File: src/rtl/cpu_pkg.sv
// Opcode encodings and controller state enum shared by the control unit and CPU top.
package cpu_pkg;

   localparam logic [4:0] OP_LD   = 5'b00000;
   localparam logic [4:0] OP_LDI  = 5'b00001;
   localparam logic [4:0] OP_ST   = 5'b00010;
   localparam logic [4:0] OP_ADD  = 5'b00011;
   localparam logic [4:0] OP_SUB  = 5'b00100;
   localparam logic [4:0] OP_AND  = 5'b00101;
   localparam logic [4:0] OP_OR   = 5'b00110;
   localparam logic [4:0] OP_ROR  = 5'b00111;
   localparam logic [4:0] OP_ROL  = 5'b01000;
   localparam logic [4:0] OP_SHR  = 5'b01001;
   localparam logic [4:0] OP_SHRA = 5'b01010;
   localparam logic [4:0] OP_SHL  = 5'b01011;
   localparam logic [4:0] OP_ADDI = 5'b01100;
   localparam logic [4:0] OP_ANDI = 5'b01101;
   localparam logic [4:0] OP_ORI  = 5'b01110;
   localparam logic [4:0] OP_DIV  = 5'b01111;
   localparam logic [4:0] OP_MUL  = 5'b10000;
   localparam logic [4:0] OP_NEG  = 5'b10001;
   localparam logic [4:0] OP_NOT  = 5'b10010;
   localparam logic [4:0] OP_BR   = 5'b10011;
   localparam logic [4:0] OP_JR   = 5'b10100;
   localparam logic [4:0] OP_JAL  = 5'b10101;
   localparam logic [4:0] OP_IN   = 5'b10110;
   localparam logic [4:0] OP_OUT  = 5'b10111;
   localparam logic [4:0] OP_MFHI = 5'b11000;
   localparam logic [4:0] OP_MFLO = 5'b11001;
   localparam logic [4:0] OP_NOP  = 5'b11010;
   localparam logic [4:0] OP_HALT = 5'b11011;

   typedef enum logic [3:0] {
      RESET_S, T0, T1, T2, T3, T4, T5, T6, T7, HALT
   } state_t;

   // Register-register ALU ops occupy one contiguous opcode range.
   function automatic logic is_r_alu(input logic [4:0] op);
      return (op >= OP_ADD) && (op <= OP_SHL);
   endfunction

   function automatic logic is_i_alu(input logic [4:0] op);
      return (op == OP_ADDI) || (op == OP_ANDI) || (op == OP_ORI);
   endfunction

   // ld, ldi and st all start by forming Rb + C as an address/value.
   function automatic logic is_addr_calc(input logic [4:0] op);
      return (op == OP_LD) || (op == OP_LDI) || (op == OP_ST);
   endfunction

endpackage

File: src/rtl/control_unit.sv
// Hardwired Moore sequencer: fetch T0-T2, decode in T3, execute up to T7, then back to T0.
module control_unit
   import cpu_pkg::*;
(
   input  logic        clock,
   input  logic        clear,
   input  logic [31:0] ir,
   input  logic        con,
   output logic        Gra,
   output logic        Grb,
   output logic        Grc,
   output logic        Rin,
   output logic        Rout,
   output logic        BAout,
   output logic        Cout,
   output logic        PCout,
   output logic        PCin,
   output logic        IncPC,
   output logic        IRin,
   output logic        MARin,
   output logic        MDRin,
   output logic        MDRout,
   output logic        Yin,
   output logic        Zin,
   output logic        Zlowout,
   output logic        Zhighout,
   output logic        HIin,
   output logic        LOin,
   output logic        CONin,
   output logic        Out_portIn,
   output logic        read,
   output logic        write,
   output logic [4:0]  opcode,
   output logic        run
);

   state_t     state_reg;
   state_t     state_next;
   logic [4:0] op;

   // Register fields and the immediate are consumed by DataPath, not here.
   logic unused_ir;
   assign unused_ir = ^ir[26:0];

   assign op = ir[31:27];

   always_ff @(posedge clock or posedge clear) begin
      if (clear) state_reg <= RESET_S;
      else       state_reg <= state_next;
   end

   always_comb begin
      state_next = state_reg;
      Gra = 1'b0;   Grb = 1'b0;    Grc = 1'b0;     Rin = 1'b0;
      Rout = 1'b0;  BAout = 1'b0;  Cout = 1'b0;    PCout = 1'b0;
      PCin = 1'b0;  IncPC = 1'b0;  IRin = 1'b0;    MARin = 1'b0;
      MDRin = 1'b0; MDRout = 1'b0; Yin = 1'b0;     Zin = 1'b0;
      Zlowout = 1'b0; Zhighout = 1'b0; HIin = 1'b0; LOin = 1'b0;
      CONin = 1'b0; Out_portIn = 1'b0; read = 1'b0; write = 1'b0;
      opcode = 5'd0;
      run = 1'b0;

      case (state_reg)
         RESET_S: state_next = T0;
         T0: begin
            run = 1'b1; PCout = 1'b1; MARin = 1'b1; IncPC = 1'b1; Zin = 1'b1;
            state_next = T1;
         end
         T1: begin
            run = 1'b1; Zlowout = 1'b1; PCin = 1'b1; read = 1'b1; MDRin = 1'b1;
            state_next = T2;
         end
         T2: begin
            run = 1'b1; MDRout = 1'b1; IRin = 1'b1;
            state_next = T3;
         end
         T3: begin
            run = 1'b1;
            state_next = T0;
            if (is_r_alu(op) || is_i_alu(op)) begin
               Grb = 1'b1; Rout = 1'b1; Yin = 1'b1; state_next = T4;
            end else if (is_addr_calc(op)) begin
               Grb = 1'b1; BAout = 1'b1; Yin = 1'b1; state_next = T4;
            end else if (op == OP_MUL) begin
               Gra = 1'b1; Rout = 1'b1; Yin = 1'b1; state_next = T4;
            end else if (op == OP_OUT) begin
               Gra = 1'b1; Rout = 1'b1; Out_portIn = 1'b1;
            end else if (op == OP_BR) begin
               Gra = 1'b1; Rout = 1'b1; CONin = 1'b1; state_next = T4;
            end else if (op == OP_HALT) begin
               state_next = HALT;
            end
         end
         T4: begin
            run = 1'b1;
            state_next = T5;
            if (is_r_alu(op)) begin
               Grc = 1'b1; Rout = 1'b1; opcode = op; Zin = 1'b1;
            end else if (is_i_alu(op)) begin
               Cout = 1'b1; opcode = op; Zin = 1'b1;
            end else if (is_addr_calc(op)) begin
               Cout = 1'b1; opcode = OP_ADD; Zin = 1'b1;
            end else if (op == OP_MUL) begin
               Grb = 1'b1; Rout = 1'b1; opcode = OP_MUL; Zin = 1'b1;
            end else if (op == OP_BR) begin
               PCout = 1'b1; Yin = 1'b1;
            end else begin
               state_next = T0;
            end
         end
         T5: begin
            run = 1'b1;
            state_next = T6;
            if (is_r_alu(op) || is_i_alu(op) || op == OP_LDI) begin
               Zlowout = 1'b1; Gra = 1'b1; Rin = 1'b1; state_next = T0;
            end else if (op == OP_LD || op == OP_ST) begin
               Zlowout = 1'b1; MARin = 1'b1;
            end else if (op == OP_MUL) begin
               Zlowout = 1'b1; LOin = 1'b1;
            end else if (op == OP_BR) begin
               Cout = 1'b1; opcode = OP_ADD; Zin = 1'b1;
            end else begin
               state_next = T0;
            end
         end
         T6: begin
            run = 1'b1;
            state_next = T0;
            if (op == OP_LD) begin
               read = 1'b1; MDRin = 1'b1; state_next = T7;
            end else if (op == OP_ST) begin
               // read stays low so the MDR input mux takes the bus value.
               Gra = 1'b1; Rout = 1'b1; MDRin = 1'b1; state_next = T7;
            end else if (op == OP_MUL) begin
               Zhighout = 1'b1; HIin = 1'b1;
            end else if (op == OP_BR) begin
               Zlowout = 1'b1; PCin = con;
            end
         end
         T7: begin
            run = 1'b1;
            state_next = T0;
            if (op == OP_LD) begin
               MDRout = 1'b1; Gra = 1'b1; Rin = 1'b1;
            end else if (op == OP_ST) begin
               write = 1'b1;
            end
         end
         HALT:    state_next = HALT;
         default: state_next = RESET_S;
      endcase
   end

endmodule

File: config.mk
export PLATFORM = sky130hd
export DESIGN_NAME = control_unit
export DESIGN_NICKNAME = d
export VERILOG_FILES = /design/src/rtl/cpu_pkg.sv /design/src/rtl/control_unit.sv
export SDC_FILE = /design/constraint.sdc
export NUM_CORES = 1
export LEC_CHECK = 0
export BUFFER_PORTS_ARGS = -buffer_cell sky130_fd_sc_hd__buf_4
export CORE_AREA = 4 4 52 54
export DETAILED_ROUTE_END_ITERATION = 6
export DIE_AREA = 0 0 56 58
export GPL_TIMING_DRIVEN = 0
export PLACE_DENSITY = 0.86
export SETUP_SLACK_MARGIN = 0.1
export SLEW_MARGIN = 20
export SYNTH_ARGS = -nofsm -noshare
export SYNTH_HDL_FRONTEND = slang
export SYNTH_SLANG_ARGS = --single-unit
File: constraint.sdc
create_clock -name clock -period 3.55 [get_ports clock]
set_input_delay 0.1775 -clock clock [delete_from_list [all_inputs] [get_ports clock]]
set_output_delay 0.1775 -clock clock [all_outputs]
set_load 0.005 [all_outputs]
==> out/metrics.yaml <==
status: "complete, no violations"
pre_cts_slack_ns: 1.78
worstSetupEndpointType: "output port"
largest_reg_flops: 4
clkPwrFrac: 0.101
layout_setup_ws_ns: 1.54
synth_seq_cells: 4
drc: 0
cellLeakagePower_uw: 0.000594
crit_arrival_ns: 1.83
switching_share: 0.463
final-hold-violation-count: 0
grt_pass1_vias: 1111
path_cells: "or4b_1, buf_2, nor4_2, and2_1, buf_4"
grt_pass1_wl_um: 4990
grt_max_degree: 11
drt_iter0_markers: 68
rsz0062_at_grt: "false"
synth_edf_count: 0
syn_area_sq_um: 911
synth.most_common_cell: "nand2_1"
yosysSeqAreaShare: 0.110
crit_end: "Out_portIn"
yosysUniqueCellTypes: 43
globalRouteTotalUtil: 0.184
num_io_pins: 65
multiInputGateArea_sq_um: 679
coreArea_sq_um: 2210
critical-path-max-stage-delay_ns: 0.51
num_vias: 1227
clkLatencyLatePin_ns: 0.24
gr-total-overflow: 0
cp.required_ns: 3.37
post-route-period-util: 0.566
clockBufferDepth: 2
dieWidth_um: 56
path_depth: 5
comb_power_share: 0.754
criticalPathCategory: "register to output port"
period_needed_ns: 2.01
synth_area_leader_cell: "dfrtp_1"
rr_startpoint: "state_reg[3]"
synth_top_area_share: 0.110
syn-num-nets: 170
fp.dieH_um: 58
cts_root_buffer: "clkbuf_4"
routed_wl_um: 3120
port_buffers: 35
cp_slowest_cell: "or4b_1"
hold_ws_ns: 0.384
max-vdd-ir-drop_uv: 346
cp_num_buf_inv: 2
fin_cells: 202
yosys_warnings: 0
path_clk_slew_ns: 0.04
start_util: 0.412
p_sw_uw: 258
cell_internal_pwr_uw: 300
setup_viol: 0
drv_slew: 0
cts_max_level: 1
dp_hpwl_um: 2330
antenna_left: 0
powerDensity_nw_per_um2: 450
rrSetupSlack_ns: 2.00
worst_pin_slew_ns: 0.479
relSlewSlack: 0.681
syn_inst: 135
fin_skew_ns: 0.00370
crit_fanout: 7
seq_area_sq_um: 100
antenna_found_initial: 0
area_growth_pct: 36.3
cts_buffers: 3
critPathLaunchType: "register"
gp_congestion: 0.901
fillers: 212
synth.area.top_cells: "dfrtp_1, nand2_1, buf_6, nor2_1, a21oi_1"
drive_above_1_share: 0.328
die_area_sq_um: 3250
layout.nets: 211
cts_tree: "yes"
n_antenna_cell: 0
setup_tns_ns: 0
firstDrtPassIters: 4
fmax_mhz: 498
post_cts_resized: 0
dp_cells: 198
wl_per_cell_um: 15.4
viasPerCell: 6.07
fin_util: 0.561
power_frac_seq: 0.144
cp_top_family: "simple AND/OR/NAND/NOR gates"
dominantRegCellSynth: "dfrtp_1"
r2r.worst_path.cells: 4
cts_sinks: 4
ys_top_cells_by_count: "nand2_1, nor2_1, a21oi_1"
fp-row-count: 17
maxCapViolations: 0
r2r-end: "state_reg[2]"
hp-class: "input pin to asynchronous set/reset pin"
avgSynthCellArea_sq_um: 6.75
async_flop_share: 1.00
crit_start: "state_reg[1]"
==> worst register-to-register path, cell delays in order (launching register included) <==
cell and delay (ns):
dfrtp_1 0.40, nand4bb_1 0.47, nor2_1 0.24, o21ai_0 0.18, o311ai_1 0.14
==> cell usage in the layout (no fill, tap or decap), types with 2 or more instances in the layout <==
cell       instances
a21oi_1            8
a31oi_1            2
and2_1             3
and3_1             4
buf_2              6
buf_4             37
buf_6              4
clkbuf_1           5
clkbuf_4           3
dfrtp_1            4
inv_1              6
nand2_1           14
nand2b_1           4
nand3_1            6
nand4bb_1          2
nor2_1            11
nor2b_1            3
nor3_1             7
nor4_2             2
o21ai_0            7
o21ai_1            3
o221ai_1           3
o22ai_1            2
o311ai_1           3
or2_2              2
or3_1              3
or4b_1             2
==> metal layers <==
layer,track usage,routed length [um]
met2,0.297,1440
met5,0,0
met4,0.0678,46
met1,0.240,1300
met3,0.0401,337
==> worst min-delay path by stage <==
stage / startpoint / end / depth (start not counted)
floorplan: clear / state_reg[0] / 1
global placement: clear / state_reg[0] / 2
detailed placement: clear / state_reg[2] / 2
CTS: clear / state_reg[0] / 3
global route: clear / state_reg[0] / 3
finish: clear / state_reg[0] / 3
==> area by class of cell <==
| cell class | count | area share |
|---|---|---|
| buffer | 17 | 0.0877 |
| clock buffer | 3 | 0.0181 |
| inverter | 6 | 0.0181 |
| multi-input combinational | 108 | 0.547 |
| sequential | 4 | 0.0806 |
| tap | 28 | 0.0282 |
| timing repair buffer | 36 | 0.220 |
==> cell families after synthesis <==
group,share of synthesized area
AO/OA/AOI/OAI,0.287
AND/OR/NAND/NOR,0.449
flip-flops,0.110
XOR/XNOR,0.00962
buffers and inverters,0.144
==> what timing repair did <==
action                    CTS  global route
hold endpoints to repair    4             0
hold buffers                1             0
setup buffers               0             0
==> per-stage QoR <==
stage | instance area (sq um) | power, uW
finish | 1240 | 559
global route | 1240 | 607
CTS | 1240 | 554
detailed placement | 1210 | 495
global placement | 1210 | 478
floorplan | 911 | 318
==> power groups by stage <==
| stage | Clock (uW) | Combinational [uW] | Sequential, uW |
|---|---|---|---|
| final | 56.7 | 421 | 80.6 |
| after global routing | 62.4 | 462 | 82.8 |
| after CTS | 56.9 | 417 | 79.8 |
| after detailed placement | 0 | 415 | 80.4 |
| after global placement | 0 | 400 | 78.5 |
| after floorplan | 0 | 242 | 76.0 |
Power figures use the tool's default switching activity.
